--- src/rtl/brainhack_io_core.sv ---
// brainhack_io_core: Brainfuck execution core with stream IO.
// Executes one instruction per enabled cycle from an external combinational
// program ROM, operating on an external tape RAM (combinational read,
// write registered by the RAM on i_clock). '.' and ',' go through
// valid/ready streams. Loop addresses live on an internal stack; forward
// skips of '[' on a zero cell are tracked with a nesting counter.
//
//   state      | meaning
//   -----------+----------------------------------------------------------
//   S_RUN      | decode and execute the instruction at pc
//   S_SKIP     | scanning forward for the ']' matching a '[' on a zero cell
//   S_OUT_WAIT | offering the current cell on the output stream
//   S_IN_WAIT  | waiting for a byte on the input stream
//   S_HALT     | clean end of program, terminal until reset
//   S_ERROR    | fault detected, o_err_code holds the cause, terminal
//
// Error codes: 00 stack overflow, 01 unmatched ']', 10 pointer
// over/underflow (PTR_WRAP=0 only), 11 unmatched '[' at end of program.

module brainhack_io_core #(
    parameter int DATA_W   = 8,
    parameter int TAPE_AW  = 8,
    parameter int PRG_AW   = 8,
    parameter int PRG_LEN  = 256,
    parameter int STACK_AW = 4,
    parameter int PTR_WRAP = 1
) (
    input  logic               i_clock,
    input  logic               i_reset,
    input  logic               i_enable,
    output logic [PRG_AW-1:0]  o_prgmem_addr,
    input  logic [2:0]         i_prgmem_data,
    output logic [TAPE_AW-1:0] o_tape_addr,
    input  logic [DATA_W-1:0]  i_tape_data,
    output logic               o_tape_we,
    output logic [DATA_W-1:0]  o_tape_data,
    output logic               o_out_valid,
    output logic [DATA_W-1:0]  o_out_data,
    input  logic               i_out_ready,
    output logic               o_in_ready,
    input  logic               i_in_valid,
    input  logic [DATA_W-1:0]  i_in_data,
    output logic               o_halted,
    output logic               o_error,
    output logic [1:0]         o_err_code
);

    localparam logic [2:0] S_RUN      = 3'd0;
    localparam logic [2:0] S_SKIP     = 3'd1;
    localparam logic [2:0] S_OUT_WAIT = 3'd2;
    localparam logic [2:0] S_IN_WAIT  = 3'd3;
    localparam logic [2:0] S_HALT     = 3'd4;
    localparam logic [2:0] S_ERROR    = 3'd5;

    localparam logic [2:0] OP_OUT   = 3'b000;
    localparam logic [2:0] OP_IN    = 3'b001;
    localparam logic [2:0] OP_INC   = 3'b010;
    localparam logic [2:0] OP_DEC   = 3'b011;
    localparam logic [2:0] OP_RIGHT = 3'b100;
    localparam logic [2:0] OP_LEFT  = 3'b101;
    localparam logic [2:0] OP_OPEN  = 3'b110;
    localparam logic [2:0] OP_CLOSE = 3'b111;

    localparam logic [1:0] E_STACK_OVF  = 2'b00;
    localparam logic [1:0] E_UNM_CLOSE  = 2'b01;
    localparam logic [1:0] E_PTR        = 2'b10;
    localparam logic [1:0] E_UNM_OPEN   = 2'b11;

    localparam int             DEPTH   = 2 ** STACK_AW;
    // pc carries one extra bit so that pc==PRG_LEN is representable even
    // when the program fills the whole ROM address space.
    localparam logic [PRG_AW:0]   PC_END  = (PRG_AW + 1)'(PRG_LEN);
    localparam logic [STACK_AW:0] SP_FULL = (STACK_AW + 1)'(DEPTH);

    logic [2:0]          state_q, state_d;
    logic [PRG_AW:0]     pc_q, pc_d;
    logic [TAPE_AW-1:0]  ptr_q, ptr_d;
    logic [STACK_AW:0]   sp_q, sp_d;
    logic [PRG_AW:0]     skip_q, skip_d;
    logic [1:0]          code_q, code_d;
    logic [PRG_AW-1:0]   stack_q [DEPTH];

    logic                push_en;
    logic                wr_req;
    logic [DATA_W-1:0]   wr_data;
    logic                at_end;
    logic                cell_zero;
    logic [PRG_AW:0]     pc_inc;
    logic [STACK_AW-1:0] top_idx;

    assign at_end    = (pc_q == PC_END);
    assign cell_zero = (i_tape_data == '0);
    assign pc_inc    = pc_q + (PRG_AW + 1)'(1);
    assign top_idx   = sp_q[STACK_AW-1:0] - STACK_AW'(1);

    // Next-state decode: one instruction per cycle in RUN, forward scan in SKIP,
    // stream handshakes in the wait states; HALT/ERROR hold everything.
    always_comb begin
        state_d = state_q;
        pc_d    = pc_q;
        ptr_d   = ptr_q;
        sp_d    = sp_q;
        skip_d  = skip_q;
        code_d  = code_q;
        push_en = 1'b0;
        wr_req  = 1'b0;
        wr_data = '0;
        case (state_q)
            S_RUN: begin
                if (at_end) begin
                    state_d = S_HALT;
                end else begin
                    case (i_prgmem_data)
                        OP_INC: begin
                            wr_req  = 1'b1;
                            wr_data = i_tape_data + DATA_W'(1);
                            pc_d    = pc_inc;
                        end
                        OP_DEC: begin
                            wr_req  = 1'b1;
                            wr_data = i_tape_data - DATA_W'(1);
                            pc_d    = pc_inc;
                        end
                        OP_RIGHT: begin
                            if (PTR_WRAP == 0 && ptr_q == '1) begin
                                state_d = S_ERROR;
                                code_d  = E_PTR;
                            end else begin
                                ptr_d = ptr_q + TAPE_AW'(1);
                                pc_d  = pc_inc;
                            end
                        end
                        OP_LEFT: begin
                            if (PTR_WRAP == 0 && ptr_q == '0) begin
                                state_d = S_ERROR;
                                code_d  = E_PTR;
                            end else begin
                                ptr_d = ptr_q - TAPE_AW'(1);
                                pc_d  = pc_inc;
                            end
                        end
                        OP_OPEN: begin
                            if (cell_zero) begin
                                skip_d  = (PRG_AW + 1)'(1);
                                pc_d    = pc_inc;
                                state_d = S_SKIP;
                            end else if (sp_q == SP_FULL) begin
                                state_d = S_ERROR;
                                code_d  = E_STACK_OVF;
                            end else begin
                                push_en = 1'b1;
                                sp_d    = sp_q + (STACK_AW + 1)'(1);
                                pc_d    = pc_inc;
                            end
                        end
                        OP_CLOSE: begin
                            if (sp_q == '0) begin
                                state_d = S_ERROR;
                                code_d  = E_UNM_CLOSE;
                            end else if (!cell_zero) begin
                                // Loop again: jump to the body start, keep the entry.
                                pc_d = {1'b0, stack_q[top_idx]};
                            end else begin
                                sp_d = sp_q - (STACK_AW + 1)'(1);
                                pc_d = pc_inc;
                            end
                        end
                        OP_OUT: state_d = S_OUT_WAIT;
                        OP_IN:  state_d = S_IN_WAIT;
                        default: state_d = S_RUN;
                    endcase
                end
            end
            S_SKIP: begin
                if (at_end) begin
                    state_d = S_ERROR;
                    code_d  = E_UNM_OPEN;
                end else begin
                    pc_d = pc_inc;
                    if (i_prgmem_data == OP_OPEN) begin
                        skip_d = skip_q + (PRG_AW + 1)'(1);
                    end else if (i_prgmem_data == OP_CLOSE) begin
                        skip_d = skip_q - (PRG_AW + 1)'(1);
                        if (skip_q == (PRG_AW + 1)'(1)) begin
                            state_d = S_RUN;
                        end
                    end
                end
            end
            S_OUT_WAIT: begin
                if (i_out_ready) begin
                    state_d = S_RUN;
                    pc_d    = pc_inc;
                end
            end
            S_IN_WAIT: begin
                if (i_in_valid) begin
                    wr_req  = 1'b1;
                    wr_data = i_in_data;
                    pc_d    = pc_inc;
                    state_d = S_RUN;
                end
            end
            default: begin
                state_d = state_q;
            end
        endcase
    end

    // Architectural state; i_enable low freezes every register.
    always_ff @(posedge i_clock) begin
        if (i_reset) begin
            state_q <= S_RUN;
            pc_q    <= '0;
            ptr_q   <= '0;
            sp_q    <= '0;
            skip_q  <= '0;
            code_q  <= '0;
        end else if (i_enable) begin
            state_q <= state_d;
            pc_q    <= pc_d;
            ptr_q   <= ptr_d;
            sp_q    <= sp_d;
            skip_q  <= skip_d;
            code_q  <= code_d;
        end
    end

    // Loop stack storage; contents are meaningless above sp so no reset is needed.
    always_ff @(posedge i_clock) begin
        if (!i_reset && i_enable && push_en) begin
            stack_q[sp_q[STACK_AW-1:0]] <= pc_inc[PRG_AW-1:0];
        end
    end

    assign o_prgmem_addr = pc_q[PRG_AW-1:0];
    assign o_tape_addr   = ptr_q;
    // Writes are suppressed while frozen or in reset so the RAM never sees
    // a half-decoded instruction.
    assign o_tape_we     = wr_req && i_enable && !i_reset;
    assign o_tape_data   = o_tape_we ? wr_data : '0;
    assign o_out_valid   = (state_q == S_OUT_WAIT);
    assign o_out_data    = o_out_valid ? i_tape_data : '0;
    assign o_in_ready    = (state_q == S_IN_WAIT);
    assign o_halted      = (state_q == S_HALT);
    assign o_error       = (state_q == S_ERROR);
    assign o_err_code    = code_q;

endmodule

--- config.mk ---
export PLATFORM = sky130hd
export DESIGN_NAME = brainhack_io_core
export DESIGN_NICKNAME = d
export VERILOG_FILES = /design/src/rtl/brainhack_io_core.sv
export SDC_FILE = /design/constraint.sdc
export NUM_CORES = 1
export LEC_CHECK = 0
export CORE_ASPECT_RATIO = 1.75
export CORE_UTILIZATION = 40
export CTS_BUF_LIST = sky130_fd_sc_hd__clkbuf_4 sky130_fd_sc_hd__clkbuf_8
export CTS_CLUSTER_SIZE = 12
export DETAILED_ROUTE_END_ITERATION = 8
export GPL_TIMING_DRIVEN = 0
export PLACE_DENSITY = 0.61
export SYNTH_ARGS = -nofsm -noshare
export SYNTH_HDL_FRONTEND = slang
export SYNTH_SLANG_ARGS = --single-unit
--- constraint.sdc ---
create_clock -name i_clock -period 8.37 [get_ports i_clock]
set_clock_uncertainty 0.2 [all_clocks]
set_input_delay 0.837 -clock i_clock [delete_from_list [all_inputs] [get_ports i_clock]]
set_output_delay 0.837 -clock i_clock [all_outputs]
set_load 0.05 [all_outputs]
==> impl_results.html, run 1 <==
<table>
<tr><th>Metric</th><th>Value</th></tr>
<tr><th colspan="2">Detailed routing</th></tr>
<tr><td>Number of optimization iterations in the first detailed-route pass</td><td>4</td></tr>
<tr><td>Total length of routed wires</td><td>~20000 um</td></tr>
<tr><td>Post-route DRC violation count</td><td>0</td></tr>
<tr><td>Number of vias after detailed routing</td><td>5578</td></tr>
<tr><td>Average wire per standard cell</td><td>20.5 um</td></tr>
<tr><td>Via density</td><td>approximately 5.7</td></tr>
<tr><td>Iter 0 DRT Violations</td><td>352</td></tr>
<tr><td>Final ANT Viol Nets</td><td>0</td></tr>
<tr><th colspan="2">Clock tree</th></tr>
<tr><td>Root cell of the clock tree</td><td>clkbuf_8</td></tr>
<tr><td>Reg clk slew, reported paths</td><td>90 ps</td></tr>
<tr><td>Longest Clk Path Bufs</td><td>2</td></tr>
<tr><td>TritonCTS clock tree</td><td>done</td></tr>
<tr><td>Number of post-CTS setup repair buffers</td><td>0</td></tr>
<tr><td>Clock network latency to the later pin of the worst-skew pair</td><td>460 ps</td></tr>
<tr><td>CTS buffer count</td><td>17</td></tr>
<tr><td>Count of clock tree sinks</td><td>164</td></tr>
<tr><td>Post-CTS Hold Buffers</td><td>0</td></tr>
<tr><td>Post-cts resize count</td><td>0</td></tr>
<tr><td>Htree depth</td><td>4</td></tr>
<tr><th colspan="2">Layout</th></tr>
<tr><td>Number of standard cells in the layout, taps in and fillers out</td><td>975</td></tr>
<tr><td>Number of antenna cells inserted</td><td>0</td></tr>
<tr><td>Fill cell count</td><td>1755</td></tr>
<tr><td>Layout Nets</td><td>762</td></tr>
<tr><td>Layout cells sized above 1</td><td>0.132</td></tr>
<tr><td>Final cell utilization of the core</td><td>0.474</td></tr>
<tr><td>Area overhead of the layout relative to synthesis</td><td>16.5%</td></tr>
<tr><th colspan="2">Setup path</th></tr>
<tr><td>Arrival time of the worst setup path</td><td>about 4400 ps</td></tr>
<tr><td>Required arrival time at the worst endpoint</td><td>7330 ps</td></tr>
<tr><td>Peak per-stage delay on the critical path</td><td>840 ps</td></tr>
<tr><td>Type of element launching the critical path</td><td>primary input</td></tr>
<tr><td>Cell family with the largest share of critical-path delay</td><td>buffers and inverters</td></tr>
<tr><td>Crit path top cell by count</td><td>clkdlybuf4s50_1</td></tr>
<tr><td>Worst Setup Path Type</td><td>in -&gt; out</td></tr>
<tr><td>Max Fanout on Critical Path</td><td>10</td></tr>
<tr><td>Endpoint type of the worst setup path</td><td>primary output</td></tr>
<tr><td>Slowest-stage cell, CP</td><td>clkdlybuf4s50_1</td></tr>
<tr><td>Critical Path, Cell by Cell</td><td>clkdlybuf4s50_1 &gt; nand3b_1 &gt; buf_1 &gt; xnor2_1 &gt; ha_1 &gt; nor3_1 &gt; nor2_1 &gt; o21ai_0 &gt; mux2i_1 &gt; xor2_1 &gt; o31ai_1 &gt; clkdlybuf4s50_1</td></tr>
<tr><td>CP bufs+invs</td><td>3</td></tr>
<tr><th colspan="2">Floorplanning</th></tr>
<tr><td>Top Ports</td><td>63</td></tr>
<tr><td>Die area</td><td>0.0207 mm2</td></tr>
<tr><td>Die Y</td><td>190 um</td></tr>
<tr><td>Initial standard-cell utilization of the core</td><td>0.407</td></tr>
<tr><td>Number of placement rows</td><td>roughly 70</td></tr>
<tr><td>Die W</td><td>roughly 110 um</td></tr>
<tr><td>Placeable core area</td><td>0.0197 mm2</td></tr>
<tr><th colspan="2">Placement</th></tr>
<tr><td>Placed wire-length estimate</td><td>14700 um</td></tr>
<tr><td>Number of buffers inserted by port buffering</td><td>just under 60</td></tr>
<tr><td>Inst Count DP</td><td>roughly 940</td></tr>
<tr><td>RePlAce Congestion</td><td>~1.0</td></tr>
<tr><th colspan="2">Global route</th></tr>
<tr><td>Met1 track demand over resource</td><td>0.186</td></tr>
<tr><td>Number of global-route vias before repair</td><td>between 5000 and 6000</td></tr>
<tr><td>GR Layer Usage met3</td><td>0.0319</td></tr>
<tr><td>Global Route Usage Sum</td><td>0.200</td></tr>
<tr><td>Pin count of the biggest net entering global routing</td><td>19</td></tr>
<tr><td>Sum of overflow across all layers after global routing</td><td>0</td></tr>
<tr><td>Number of antenna violations at the first check in global routing</td><td>0</td></tr>
<tr><td>Met2 GRT Util</td><td>0.401</td></tr>
<tr><td>Global route hottest layer</td><td>met2</td></tr>
<tr><td>First-pass GRT wire length</td><td>30000 um</td></tr>
<tr><th colspan="2">Logic synthesis</th></tr>
<tr><td>Sequential cell area fraction in the yosys report</td><td>0.568</td></tr>
<tr><td>Number of standard cells after synthesis</td><td>639</td></tr>
<tr><td>Synth Net Count</td><td>approximately 680</td></tr>
<tr><td>Post-synth EDFFs</td><td>128</td></tr>
<tr><td>Mean post-synth cell area</td><td>12.6 um2</td></tr>
<tr><td>Post-synthesis cell type count</td><td>63</td></tr>
<tr><td>Fraction of registers with async set or reset after synthesis</td><td>0</td></tr>
<tr><td>Area of the mapped netlist</td><td>between 0.008 and 0.009 mm2</td></tr>
<tr><td>Number of synthesis warnings</td><td>0</td></tr>
<tr><td>Post-synthesis sequential element count</td><td>164</td></tr>
<tr><td>Most used flip-flop cell after synthesis</td><td>edfxtp_1</td></tr>
<tr><th colspan="2">Pwr</th></tr>
<tr><td>Cell area power density</td><td>183 mW/mm2</td></tr>
<tr><td>Max rail drop VDD</td><td>90.1 uV</td></tr>
<tr><td>P_sw</td><td>around 0.50 mW</td></tr>
<tr><td>Power after layout</td><td>1.72 mW</td></tr>
<tr><td>Leak pwr</td><td>approximately 3.1 nW</td></tr>
<tr><td>Internal</td><td>1.21 mW</td></tr>
<tr><td>Share of total power in sequential cells</td><td>0.527</td></tr>
<tr><td>Share of total power in combinational logic</td><td>0.148</td></tr>
<tr><td>Clk network pwr share</td><td>0.325</td></tr>
<tr><td>Sw Ratio</td><td>0.293</td></tr>
<tr><th colspan="2">STA</th></tr>
<tr><td>Unrepaired setup endpoints after global routing</td><td>false</td></tr>
<tr><td>Worst Tran Pin Value</td><td>1370 ps</td></tr>
<tr><td>Post-route setup TNS</td><td>0 ps</td></tr>
<tr><td>Final count of negative-setup-slack endpoints</td><td>0</td></tr>
<tr><td>Final Cycle Share</td><td>0.654</td></tr>
<tr><td>Final Hold Viols</td><td>0</td></tr>
<tr><td>Top achievable clock speed</td><td>183 MHz</td></tr>
<tr><td>Final number of max-transition violations</td><td>0</td></tr>
<tr><td>Final min period</td><td>5470 ps</td></tr>
<tr><td>Slew margin rel.</td><td>0.0816</td></tr>
<tr><th colspan="2">Outcome</th></tr>
<tr><td>Result of the run</td><td>complete, no violations</td></tr>
<tr><th colspan="2">Min path</th></tr>
<tr><td>HP Class</td><td>reg -&gt; reg</td></tr>
<tr><th colspan="2">Flow run</th></tr>
<tr><td>Maximum Capacitance Violations</td><td>0</td></tr>
</table>
## synth_stat cells (3+ instances only)
cell | instances | area, um2
o41ai_1 | 3 | 26.3
nand3_1 | 10 | 50.1
xor2_1 | 9 | 78.8
o21ai_0 | 21 | 105
a22oi_1 | 7 | 52.6
buf_4 | 8 | 60.1
inv_1 | 14 | 52.6
nor4_1 | 4 | 25.0
o211ai_1 | 4 | 30.0
ha_1 | 19 | 238
and2_0 | 3 | 18.8
a21oi_1 | 32 | 160
nor2b_1 | 5 | 31.3
nor3b_1 | 4 | 30.0
edfxtp_1 | 128 | 3840
or4_1 | 5 | 37.5
and3_1 | 9 | 56.3
o2111ai_1 | 3 | 26.3
xnor2_1 | 16 | 140
buf_2 | 4 | 20.0
nand3b_1 | 8 | 60.1
dfxtp_1 | 36 | 721
nand2_1 | 43 | 161
clkbuf_1 | 26 | 97.6
buf_1 | 3 | 11.3
or3_1 | 5 | 31.3
a311oi_1 | 4 | 35.0
mux2i_1 | 11 | 110
o22ai_1 | 3 | 18.8
nor3_1 | 21 | 105
nor2_1 | 69 | 259
a31oi_1 | 5 | 31.3
nand2b_1 | 5 | 31.3
nand4_1 | 8 | 50.1
and2_1 | 13 | 81.3
mux4_2 | 37 | 833
## layout make-up
type                            count  area [um2]  share of cell area
Buffer                             43         205              0.0219
Clock buffer                       17         234              0.0250
Clock inverter                     15         159              0.0170
Inverter                           14        52.6             0.00561
Multi-Input combinational cell    418        3260               0.348
Sequential cell                   164        4560               0.487
Tap cell                          245         307              0.0327
Timing Repair Buffer               59         588              0.0628
## tightest hold or removal path: cells and delay by family, from the launching register on
| kind | cells | cell delay [ps] |
|---|---|---|
| DFF | 1 | 340 |
| and+or+nand+nor | 1 | 60 |
| AOI/OAI and AO/OA | 1 | 50 |
## layer usage
metal	vias up	part of all wire	wire length (um)
met5	-	0	0
met4	0	0.044	878
met3	46	0.041	813
met2	176	0.58	11600
met1	2774	0.34	6700
li1	2582	-	-
## flip-flops by register name (all words and copies together) (netlist names)
register,cells
sp_q,5
state_q,3
o_err_code,2
pc_q,9
o_tape_addr,8
skip_q,9
stack_q,128
## cells in the final DEF (no fill, tap or decap), drive strengths merged, types with 11 or more instances in the layout
master and instances:
edfxtp 128, nor2 69, clkdlybuf4s50 58, clkbuf 44, nand2 43, mux4 37, dfxtp 36, a21oi 32
inv 23, nor3 22, o21ai 21, ha 19, buf 17, and2 16, xnor2 16, mux2i 11
## kinds of logic (layout without fill, tap and decap cells)
family	Yosys count	in the layout	synth area share
AOI/OAI and AO/OA	99	99	0.0789
xor gates and xnor gates	25	25	0.0272
adders and majority gates	21	21	0.0345
buffers and inverters	57	148	0.0321
DFF	164	164	0.568
muxes	48	48	0.117
and+or+nand+nor	225	225	0.142
## metrics by stage
step / hold WS (ps) / instance area (um2) / setup WS (ps)
finish: 287 / 9370 / 2900
global route: 302 / 9370 / 2640
CTS: 289 / 9340 / 2890
detailed placement: 275 / 8950 / 2900
global placement: 264 / 8930 / 3000
floorplan: 252 / 8040 / 3550
## worst paths after layout
kind | start | to | slack (ps) | cells after the start
worst min register to register | o_tape_addr[4]$_SDFFE_PP0P_ | o_tape_addr[4]$_SDFFE_PP0P_ | 290 | 2
worst max register to register | sp_q[0]$_SDFFE_PP0P_ | pc_q[0]$_SDFFE_PP0P_ | 3710 | 11
worst max-delay path | i_prgmem_data[1] | o_tape_data[6] | 2900 | 12
worst min-delay path | o_tape_addr[4]$_SDFFE_PP0P_ | o_tape_addr[4]$_SDFFE_PP0P_ | 290 | 2
## power groups by stage
| stage | logic (mW) | registers (mW) | clock network [mW] |
|---|---|---|---|
| final | 0.253 | 0.904 | 0.558 |
| after global routing | 0.272 | 0.906 | 0.603 |
| after floorplan | 0.164 | 0.926 | 0 |
| after global placement | 0.248 | 0.922 | 0 |
| after CTS | 0.253 | 0.904 | 0.569 |
| after detailed placement | 0.252 | 0.923 | 0 |
No activity file was read; power rests on OpenSTA's default activity.
==> run 2, diff against run 1 <==
--- a/config.mk
+++ b/config.mk
@@ -11,7 +11,7 @@
 export CTS_CLUSTER_SIZE = 12
 export DETAILED_ROUTE_END_ITERATION = 8
 export GPL_TIMING_DRIVEN = 0
-export PLACE_DENSITY = 0.61
+export PLACE_DENSITY = 0.64
 export SYNTH_ARGS = -nofsm -noshare
 export SYNTH_HDL_FRONTEND = slang
 export SYNTH_SLANG_ARGS = --single-unit
==> constraint.sdc (replaced) <==
create_clock -name i_clock -period 5 [get_ports i_clock]
set_clock_uncertainty 0.2 [all_clocks]
set_input_delay 0.5 -clock i_clock [delete_from_list [all_inputs] [get_ports i_clock]]
set_output_delay 0.5 -clock i_clock [all_outputs]
set_load 0.05 [all_outputs]
==> impl_results.html, run 2 (synthesis gave the netlist of run 1 again) <==
<table>
<tr><th>Metric</th><th>Value</th></tr>
<tr><th colspan="2">Floorplanning</th></tr>
<tr><td>Placeable core area</td><td>0.0197 mm2 (unchanged)</td></tr>
<tr><td>Die W</td><td>109 um (unchanged)</td></tr>
<tr><td>Die Y</td><td>190 um (unchanged)</td></tr>
<tr><td>Number of placement rows</td><td>68 (unchanged)</td></tr>
<tr><td>Die area</td><td>0.0207 mm2 (unchanged)</td></tr>
<tr><td>Initial standard-cell utilization of the core</td><td>0.407 (unchanged)</td></tr>
<tr><td>Top Ports</td><td>63 (unchanged)</td></tr>
<tr><th colspan="2">Layout</th></tr>
<tr><td>Layout Nets</td><td>763 (+0.13%)</td></tr>
<tr><td>Area overhead of the layout relative to synthesis</td><td>16.6%</td></tr>
<tr><td>Layout cells sized above 1</td><td>0.126 (-0.00565)</td></tr>
<tr><td>Number of flip-flops under the largest register name</td><td>128 (unchanged)</td></tr>
<tr><td>Total non-filler cell area in the finished layout</td><td>0.00938 mm2 (+0.12%)</td></tr>
<tr><td>Number of antenna cells inserted</td><td>0 (unchanged)</td></tr>
<tr><td>Leading cell types in the layout, fill and taps excluded</td><td>edfxtp_1, nor2_1, clkdlybuf4s50_1, nand2_1, mux4_2</td></tr>
<tr><td>Flip-flop and latch area</td><td>0.00456 mm2 (unchanged)</td></tr>
<tr><td>Multi-input logic area</td><td>0.00325 mm2 (about the same)</td></tr>
<tr><td>Fill cell count</td><td>1750 (-0.28%)</td></tr>
<tr><td>Most common cell after layout, fill and taps aside</td><td>edfxtp_1</td></tr>
<tr><th colspan="2">Setup path</th></tr>
<tr><td>Worst Setup Path Type</td><td>in -&gt; out</td></tr>
<tr><td>Endpoint type of the worst setup path</td><td>primary output</td></tr>
<tr><td>Required arrival time at the worst endpoint</td><td>4300 ps (-3030 ps)</td></tr>
<tr><td>Beginning of the critical path</td><td>i_prgmem_data[2]</td></tr>
<tr><td>Type of element launching the critical path</td><td>primary input</td></tr>
<tr><td>Worst reg2reg startpoint</td><td>sp_q[0]$_SDFFE_PP0P_</td></tr>
<tr><td>Slack of the worst reg-to-reg path</td><td>460 ps (-3250 ps)</td></tr>
<tr><td>Arrival time of the worst setup path</td><td>3870 ps (-560 ps)</td></tr>
<tr><td>Worst reg-to-reg path cell count</td><td>11 (unchanged)</td></tr>
<tr><td>Capture point of the worst reg-to-reg path</td><td>pc_q[0]$_SDFFE_PP0P_</td></tr>
<tr><td>Max Fanout on Critical Path</td><td>10 (unchanged)</td></tr>
<tr><th colspan="2">Clock tree</th></tr>
<tr><td>Longest Clk Path Bufs</td><td>2 (unchanged)</td></tr>
<tr><td>CTS buffer count</td><td>17 (unchanged)</td></tr>
<tr><td>TritonCTS clock tree</td><td>done</td></tr>
<tr><td>Root cell of the clock tree</td><td>clkbuf_8</td></tr>
<tr><td>Htree depth</td><td>4 (unchanged)</td></tr>
<tr><td>Count of clock tree sinks</td><td>164 (unchanged)</td></tr>
<tr><td>Number of post-CTS setup repair buffers</td><td>0 (unchanged)</td></tr>
<tr><td>Reg clk slew, reported paths</td><td>90 ps (about the same)</td></tr>
<tr><td>Clock network latency to the later pin of the worst-skew pair</td><td>470 ps (about the same)</td></tr>
<tr><th colspan="2">Pwr</th></tr>
<tr><td>Power after layout</td><td>2.91 mW (+69%)</td></tr>
<tr><td>Leak pwr</td><td>3.11 nW (+0.43%)</td></tr>
<tr><td>Cell area power density</td><td>310 mW/mm2 (+69%)</td></tr>
<tr><td>Internal</td><td>2.14 mW (+76%)</td></tr>
<tr><td>Share of total power in sequential cells</td><td>0.521 (-0.006)</td></tr>
<tr><td>P_sw</td><td>0.768 mW (+53%)</td></tr>
<tr><td>Sw Ratio</td><td>0.264 (-0.0293)</td></tr>
<tr><td>Max rail drop VDD</td><td>154 uV (+71%)</td></tr>
<tr><td>Clk network pwr share</td><td>0.335 (+0.010)</td></tr>
<tr><td>Share of total power in combinational logic</td><td>0.144 (-0.004)</td></tr>
<tr><th colspan="2">Global route</th></tr>
<tr><td>Global Route Usage Sum</td><td>0.206 (+0.00536)</td></tr>
<tr><td>Number of antenna violations at the first check in global routing</td><td>0 (unchanged)</td></tr>
<tr><td>Sum of overflow across all layers after global routing</td><td>0 (unchanged)</td></tr>
<tr><td>Pin count of the biggest net entering global routing</td><td>19 (unchanged)</td></tr>
<tr><td>Number of global-route vias before repair</td><td>5684 (+2.2%)</td></tr>
<tr><td>First-pass GRT wire length</td><td>31000 um (+3.2%)</td></tr>
<tr><th colspan="2">Placement</th></tr>
<tr><td>Placed cell areas</td><td>0.00896 mm2 (about the same)</td></tr>
<tr><td>Number of buffers inserted by port buffering</td><td>58 (unchanged)</td></tr>
<tr><td>RePlAce Congestion</td><td>0.916 (-8.5%)</td></tr>
<tr><td>Placed wire-length estimate</td><td>15100 um (+2.5%)</td></tr>
<tr><th colspan="2">Detailed routing</th></tr>
<tr><td>Number of vias after detailed routing</td><td>5571 (-0.13%)</td></tr>
<tr><td>Iter 0 DRT Violations</td><td>462 (+31%)</td></tr>
<tr><td>Number of optimization iterations in the first detailed-route pass</td><td>5 (+1)</td></tr>
<tr><td>Post-route DRC violation count</td><td>0 (unchanged)</td></tr>
<tr><td>Final ANT Viol Nets</td><td>0 (unchanged)</td></tr>
<tr><td>Average wire per standard cell</td><td>20.7 um (+0.96%)</td></tr>
<tr><td>Total length of routed wires</td><td>20200 um (+1.1%)</td></tr>
<tr><td>Via density</td><td>5.71 (-0.23%)</td></tr>
<tr><th colspan="2">STA</th></tr>
<tr><td>Post-route setup TNS</td><td>0 ps (unchanged)</td></tr>
<tr><td>Slew margin rel.</td><td>0.213 (+0.132)</td></tr>
<tr><td>Final count of negative-setup-slack endpoints</td><td>0 (unchanged)</td></tr>
<tr><td>Final Hold Viols</td><td>0 (unchanged)</td></tr>
<tr><td>Worst Tran Pin Value</td><td>1180 ps (-197 ps)</td></tr>
<tr><td>Final Cycle Share</td><td>0.914</td></tr>
<tr><td>Top achievable clock speed</td><td>219 MHz</td></tr>
<tr><td>Final min period</td><td>4570 ps</td></tr>
<tr><td>Unrepaired setup endpoints after global routing</td><td>false</td></tr>
<tr><td>Final number of max-transition violations</td><td>0 (unchanged)</td></tr>
<tr><th colspan="2">Min path</th></tr>
<tr><td>Beginning of the worst hold path</td><td>o_tape_addr[4]$_SDFFE_PP0P_</td></tr>
<tr><td>Worst hold stages</td><td>2 (unchanged)</td></tr>
<tr><td>Worst Hold End</td><td>o_tape_addr[4]$_SDFFE_PP0P_</td></tr>
<tr><td>HP Class</td><td>reg -&gt; reg</td></tr>
<tr><th colspan="2">Outcome</th></tr>
<tr><td>Result of the run</td><td>complete, no violations</td></tr>
<tr><th colspan="2">Flow run</th></tr>
<tr><td>Maximum Capacitance Violations</td><td>0 (unchanged)</td></tr>
</table>
-- run 2: cell types whose count changed in the layout (fill, tap and decap cells not counted), sizes merged --
cell | before | now
dlymetal6s2s | 0 | 1
bufinv | 0 | 3
clkinv | 6 | 9
inv | 23 | 16
clkdlybuf4s50 | 58 | 57
clkinvlp | 0 | 1
buf | 17 | 18
-- run 2: what timing repair did --
action                     CTS  global route
setup endpoints to repair    0             5
hold buffers                 0             0
gates resized for setup      0             2
-- run 2: layer usage --
metal  routed length (um)  vias up  GRT usage
met3                  777       55     0.0370
met2                11600      182      0.397
met1                 6890     2751      0.195
met4                  923        0      0.116
li1                     -     2583          -
met5                    0        -          0
-- run 2: critical path, stage by stage --
cell and delay, ps:
clkdlybuf4s50_1 520, nand3b_1 290, buf_1 400, xnor2_1 120, ha_1 240, nor3_1 150, nor2_1 50, o21ai_0 340
xnor2_1 190, a22oi_1 100, nor2_1 140, clkdlybuf4s50_1 820
-- run 2: cell type report --
type | instances | share of cell area
Timing Repair Buffer | 60 | 0.0638
Sequential cell | 164 | 0.487
Clock buffer | 17 | 0.0250
Multi-Input combinational cell | 418 | 0.347
Buffer | 43 | 0.0219
Inverter | 14 | 0.00560
Tap cell | 245 | 0.0327
Clock inverter | 15 | 0.0172
-- run 2: how the worst max path moves through the flow --
stage	end	slack (ps)	cells after the start
global route	pc_q[0]$_SDFFE_PP0P_	170	11
finish	o_tape_data[4]	430	12
floorplan	o_tape_data[6]	860	11
global placement	o_tape_data[6]	260	12
detailed placement	o_tape_data[6]	210	12
CTS	o_tape_data[6]	190	12
-- run 2: power by group through the flow --
| stage | Sequential, mW | Combinational, mW | Clock (mW) |
|---|---|---|---|
| after global placement | 1.55 | 0.407 | 0 |
| after floorplan | 1.55 | 0.275 | 0 |
| after detailed placement | 1.55 | 0.415 | 0 |
| after global routing | 1.52 | 0.454 | 1.05 |
| after CTS | 1.52 | 0.417 | 0.989 |
| final | 1.52 | 0.419 | 0.973 |
-- run 2: per-stage QoR --
stage	hold WS (ps)	worst slack (ps)	utilization	instances
floorplan	252	858	-	639
detailed placement	289	206	0.454	943
global route	333	173	0.475	976
finish	303	430	0.475	976
CTS	303	191	0.474	975
global placement	269	261	0.452	942
==> run 3, diff against run 2 <==
--- a/config.mk
+++ b/config.mk
@@ -5,13 +5,15 @@
 export SDC_FILE = /design/constraint.sdc
 export NUM_CORES = 1
 export LEC_CHECK = 0
+export ABC_AREA = 1
 export CORE_ASPECT_RATIO = 1.75
 export CORE_UTILIZATION = 40
 export CTS_BUF_LIST = sky130_fd_sc_hd__clkbuf_4 sky130_fd_sc_hd__clkbuf_8
 export CTS_CLUSTER_SIZE = 12
 export DETAILED_ROUTE_END_ITERATION = 8
 export GPL_TIMING_DRIVEN = 0
-export PLACE_DENSITY = 0.64
+export PLACE_DENSITY = 0.63
+export SETUP_SLACK_MARGIN = 0.15
 export SYNTH_ARGS = -nofsm -noshare
 export SYNTH_HDL_FRONTEND = slang
 export SYNTH_SLANG_ARGS = --single-unit
==> impl_results.html, run 3 <==
<table>
<tr><th>Metric</th><th>Value</th></tr>
<tr><th colspan="2">Outcome</th></tr>
<tr><td>Result of the run</td><td>complete, no violations</td></tr>
<tr><th colspan="2">Floorplanning</th></tr>
<tr><td>Die Y</td><td>195 um (+2.9%)</td></tr>
<tr><td>Placeable core area</td><td>0.0209 mm2 (+6.0%)</td></tr>
<tr><td>Initial standard-cell utilization of the core</td><td>0.407 (about the same)</td></tr>
<tr><td>Die W</td><td>112 um (+2.9%)</td></tr>
<tr><td>Top Ports</td><td>63 (unchanged)</td></tr>
<tr><td>Number of placement rows</td><td>70 (+2.9%)</td></tr>
<tr><td>Die area</td><td>0.0219 mm2 (+5.9%)</td></tr>
<tr><th colspan="2">Setup path</th></tr>
<tr><td>Max Fanout on Critical Path</td><td>18 (+8)</td></tr>
<tr><td>Critical Path, Cell by Cell</td><td>inv_1 &gt; ha_1 &gt; nand4_1 &gt; nor2_1 &gt; inv_1 &gt; nand4_1 &gt; inv_2 &gt; o21ai_2 &gt; a21oi_1 &gt; clkdlybuf4s50_1</td></tr>
<tr><td>Peak per-stage delay on the critical path</td><td>740 ps (-80 ps)</td></tr>
<tr><td>Required arrival time at the worst endpoint</td><td>4300 ps (about the same)</td></tr>
<tr><td>Type of element launching the critical path</td><td>register</td></tr>
<tr><td>Arrival time of the worst setup path</td><td>3700 ps (-170 ps)</td></tr>
<tr><td>Cell family with the largest share of critical-path delay</td><td>buffers and inverters</td></tr>
<tr><td>Worst Setup Path Type</td><td>reg -&gt; out</td></tr>
<tr><td>Slowest-stage cell, CP</td><td>clkdlybuf4s50_1</td></tr>
<tr><td>CP bufs+invs</td><td>4 (+1)</td></tr>
<tr><td>Endpoint type of the worst setup path</td><td>primary output</td></tr>
<tr><td>Worst reg-to-reg path cell count</td><td>12 (+1)</td></tr>
<tr><td>Beginning of the critical path</td><td>pc_q[0]$_SDFFE_PP0P_</td></tr>
<tr><td>Timing endpoint of the critical path</td><td>o_tape_data[1]</td></tr>
<tr><td>CP Depth</td><td>10 (-2)</td></tr>
<tr><td>Slack of the worst reg-to-reg path</td><td>1120 ps (+660 ps)</td></tr>
<tr><td>Worst reg2reg startpoint</td><td>sp_q[0]$_SDFFE_PP0P_</td></tr>
<tr><td>Capture point of the worst reg-to-reg path</td><td>pc_q[4]$_SDFFE_PP0P_</td></tr>
<tr><th colspan="2">Pwr</th></tr>
<tr><td>Share of total power in combinational logic</td><td>0.312 (+0.168)</td></tr>
<tr><td>Internal</td><td>2.49 mW (+16%)</td></tr>
<tr><td>Clk network pwr share</td><td>0.259 (-0.076)</td></tr>
<tr><td>P_sw</td><td>1.35 mW (+76%)</td></tr>
<tr><td>Sw Ratio</td><td>0.353 (+0.0886)</td></tr>
<tr><td>Leak pwr</td><td>3.81 nW (+22%)</td></tr>
<tr><td>Cell area power density</td><td>387 mW/mm2 (+25%)</td></tr>
<tr><td>Max rail drop VDD</td><td>232 uV (+51%)</td></tr>
<tr><td>Share of total power in sequential cells</td><td>0.430 (-0.091)</td></tr>
<tr><th colspan="2">Detailed routing</th></tr>
<tr><td>Total length of routed wires</td><td>22900 um (+13%)</td></tr>
<tr><td>Number of optimization iterations in the first detailed-route pass</td><td>5 (unchanged)</td></tr>
<tr><td>Via density</td><td>5.26 (-7.8%)</td></tr>
<tr><td>Number of vias after detailed routing</td><td>6869 (+23%)</td></tr>
<tr><td>Average wire per standard cell</td><td>17.5 um (-15%)</td></tr>
<tr><td>Post-route DRC violation count</td><td>0 (unchanged)</td></tr>
<tr><td>Iter 0 DRT Violations</td><td>328 (-29%)</td></tr>
<tr><td>Final ANT Viol Nets</td><td>0 (unchanged)</td></tr>
<tr><th colspan="2">Global route</th></tr>
<tr><td>Number of global-route vias before repair</td><td>6721 (+18%)</td></tr>
<tr><td>Pin count of the biggest net entering global routing</td><td>19 (unchanged)</td></tr>
<tr><td>First-pass GRT wire length</td><td>35500 um (+15%)</td></tr>
<tr><td>Global Route Usage Sum</td><td>0.217 (+0.0111)</td></tr>
<tr><td>Sum of overflow across all layers after global routing</td><td>0 (unchanged)</td></tr>
<tr><td>Number of antenna violations at the first check in global routing</td><td>0 (unchanged)</td></tr>
<tr><th colspan="2">Logic synthesis</th></tr>
<tr><td>Top cells by area, synth</td><td>edfxtp_1, dfxtp_1, nor2_1, nand2_1, o21ai_0</td></tr>
<tr><td>Post-synth EDFFs</td><td>128 (unchanged)</td></tr>
<tr><td>Number of synthesis warnings</td><td>0 (unchanged)</td></tr>
<tr><td>Synth Net Count</td><td>1003 (+47%)</td></tr>
<tr><td>Post-synthesis cell type count</td><td>45 (-29%)</td></tr>
<tr><td>Fraction of registers with async set or reset after synthesis</td><td>0 (unchanged)</td></tr>
<tr><td>Most common cell in the synthesized netlist</td><td>nor2_1</td></tr>
<tr><td>Cell type with the largest total area after synthesis</td><td>edfxtp_1</td></tr>
<tr><td>Area of the mapped netlist</td><td>0.00852 mm2 (+6.0%)</td></tr>
<tr><td>Proportion of netlist area held by the largest area contributor</td><td>0.451 (-0.0271)</td></tr>
<tr><td>Most used flip-flop cell after synthesis</td><td>edfxtp_1</td></tr>
<tr><td>Number of standard cells after synthesis</td><td>958 (+50%)</td></tr>
<tr><td>Post-synthesis sequential element count</td><td>164 (unchanged)</td></tr>
<tr><td>Sequential cell area fraction in the yosys report</td><td>0.536 (-0.0322)</td></tr>
<tr><td>Leading cell types by count after synthesis</td><td>nor2_1, nand2_1, edfxtp_1</td></tr>
<tr><td>Mean post-synth cell area</td><td>8.90 um2 (-29%)</td></tr>
<tr><th colspan="2">STA</th></tr>
<tr><td>Top achievable clock speed</td><td>227 MHz (+3.9%)</td></tr>
<tr><td>Final number of max-transition violations</td><td>0 (unchanged)</td></tr>
<tr><td>Final Hold Viols</td><td>0 (unchanged)</td></tr>
<tr><td>Final worst setup slack</td><td>603 ps (+173 ps)</td></tr>
<tr><td>Post-route setup TNS</td><td>0 ps (unchanged)</td></tr>
<tr><td>Slew margin rel.</td><td>0.0886 (-0.125)</td></tr>
<tr><td>Worst Tran Pin Value</td><td>1360 ps (+186 ps)</td></tr>
<tr><td>Final Cycle Share</td><td>0.879 (-0.0346)</td></tr>
<tr><td>Final count of negative-setup-slack endpoints</td><td>0 (unchanged)</td></tr>
<tr><td>Final min period</td><td>4400 ps (-173 ps)</td></tr>
<tr><td>Unrepaired setup endpoints after global routing</td><td>false</td></tr>
<tr><th colspan="2">Clock tree</th></tr>
<tr><td>TritonCTS clock tree</td><td>done</td></tr>
<tr><td>Post-CTS Hold Buffers</td><td>0 (unchanged)</td></tr>
<tr><td>Longest Clk Path Bufs</td><td>2 (unchanged)</td></tr>
<tr><td>Post-cts resize count</td><td>0 (unchanged)</td></tr>
<tr><td>Reg clk slew, reported paths</td><td>80 ps (about the same)</td></tr>
<tr><td>Clock network latency to the later pin of the worst-skew pair</td><td>460 ps (about the same)</td></tr>
<tr><td>CTS buffer count</td><td>17 (unchanged)</td></tr>
<tr><td>Root cell of the clock tree</td><td>clkbuf_8</td></tr>
<tr><td>Number of post-CTS setup repair buffers</td><td>0 (unchanged)</td></tr>
<tr><td>Count of clock tree sinks</td><td>164 (unchanged)</td></tr>
<tr><td>Htree depth</td><td>4 (unchanged)</td></tr>
<tr><th colspan="2">Layout</th></tr>
<tr><td>Leading cell types in the layout, fill and taps excluded</td><td>nor2_1, nand2_1, edfxtp_1, o21ai_0</td></tr>
<tr><td>Layout Nets</td><td>1085 (+42%)</td></tr>
<tr><td>Layout cells sized above 1</td><td>0.0864 (-0.0394)</td></tr>
<tr><td>Most common cell after layout, fill and taps aside</td><td>nor2_1</td></tr>
<tr><td>Number of standard cells in the layout, taps in and fillers out</td><td>1305 (+34%)</td></tr>
<tr><td>Number of flip-flops under the largest register name</td><td>128 (unchanged)</td></tr>
<tr><td>Area overhead of the layout relative to synthesis</td><td>16.4%</td></tr>
<tr><td>Number of antenna cells inserted</td><td>0 (unchanged)</td></tr>
<tr><td>Final cell utilization of the core</td><td>0.474 (-0.00109)</td></tr>
<tr><th colspan="2">Flow run</th></tr>
<tr><td>Maximum Capacitance Violations</td><td>0 (unchanged)</td></tr>
<tr><th colspan="2">Min path</th></tr>
<tr><td>HP Class</td><td>reg -&gt; reg</td></tr>
<tr><td>Worst hold stages</td><td>2 (unchanged)</td></tr>
<tr><th colspan="2">Placement</th></tr>
<tr><td>RePlAce Congestion</td><td>0.930 (+1.5%)</td></tr>
<tr><td>Setup WS pre-CTS</td><td>1000 ps (+794 ps)</td></tr>
<tr><td>Inst Count DP</td><td>1273 (+35%)</td></tr>
<tr><td>Number of buffers inserted by port buffering</td><td>60 (+3.4%)</td></tr>
<tr><td>Placed wire-length estimate</td><td>17600 um (+17%)</td></tr>
</table>
## run 3: power groups by stage
stage / Combinational [mW] / Clock, mW / Sequential (mW)
after global routing: 1.30 / 1.06 / 1.66
after CTS: 1.20 / 1.01 / 1.65
after floorplan: 0.759 / 0 / 1.69
final: 1.20 / 0.993 / 1.65
after detailed placement: 1.20 / 0 / 1.68
after global placement: 1.16 / 0 / 1.68
## run 3: worst min path at each step
| stage | startpoint | endpoint |
|---|---|---|
| final | skip_q[8]$_SDFFE_PP0P_ | skip_q[8]$_SDFFE_PP0P_ |
| after global routing | i_prgmem_data[1] | o_tape_addr[1]$_SDFFE_PP0P_ |
| after CTS | i_prgmem_data[1] | o_tape_addr[3]$_SDFFE_PP0P_ |
| after detailed placement | skip_q[8]$_SDFFE_PP0P_ | skip_q[8]$_SDFFE_PP0P_ |
| after global placement | skip_q[8]$_SDFFE_PP0P_ | skip_q[8]$_SDFFE_PP0P_ |
| after floorplan | skip_q[8]$_SDFFE_PP0P_ | skip_q[8]$_SDFFE_PP0P_ |
## run 3: layout make-up
cell class                      count  area, um2
Fill cell                        1968      11000
Sequential cell                   164       4560
Multi-Input combinational cell    677       3480
Timing Repair Buffer               63        642
Tap cell                          252        315
Inverter                           76        290
Clock buffer                       22        278
Buffer                             41        219
Clock inverter                     10        133
## run 3: layer usage
layer / track usage / routed length (um) / vias up
met5: 0 / 0 / -
met4: 0.125 / 1140 / 0
met3: 0.0345 / 835 / 59
met2: 0.434 / 13100 / 221
met1: 0.201 / 7790 / 3173
li1: - / - / 3416
## run 3: worst register-to-register path, delay by kind of cell (launching register included)
kind,cells,cell delay (ps)
DFF,1,370
and+or+nand+nor,3,350
AOI/OAI and AO/OA,3,710
adders and majority gates,1,250
buffers and inverters,5,1950
## run 3: cells by family (layout without fill, tap and decap cells)
logic type,after synthesis,after routing,share of synthesized area
compound gates,179,179,0.117
flops,164,164,0.536
fa+ha+maj,21,21,0.0326
simple gates,454,454,0.230
xor+xnor,23,23,0.0254
buf+inv,117,212,0.0597
## run 3: metrics by stage
stage	cell area (um2)	hold slack, ps	power, mW
2_1_floorplan	8520	242	2.45
3_3_place_gp	9440	252	2.84
3_5_place_dp	9510	255	2.88
4_1_cts	9920	262	3.86
5_1_grt	9920	283	4.01
6_report	9920	263	3.84
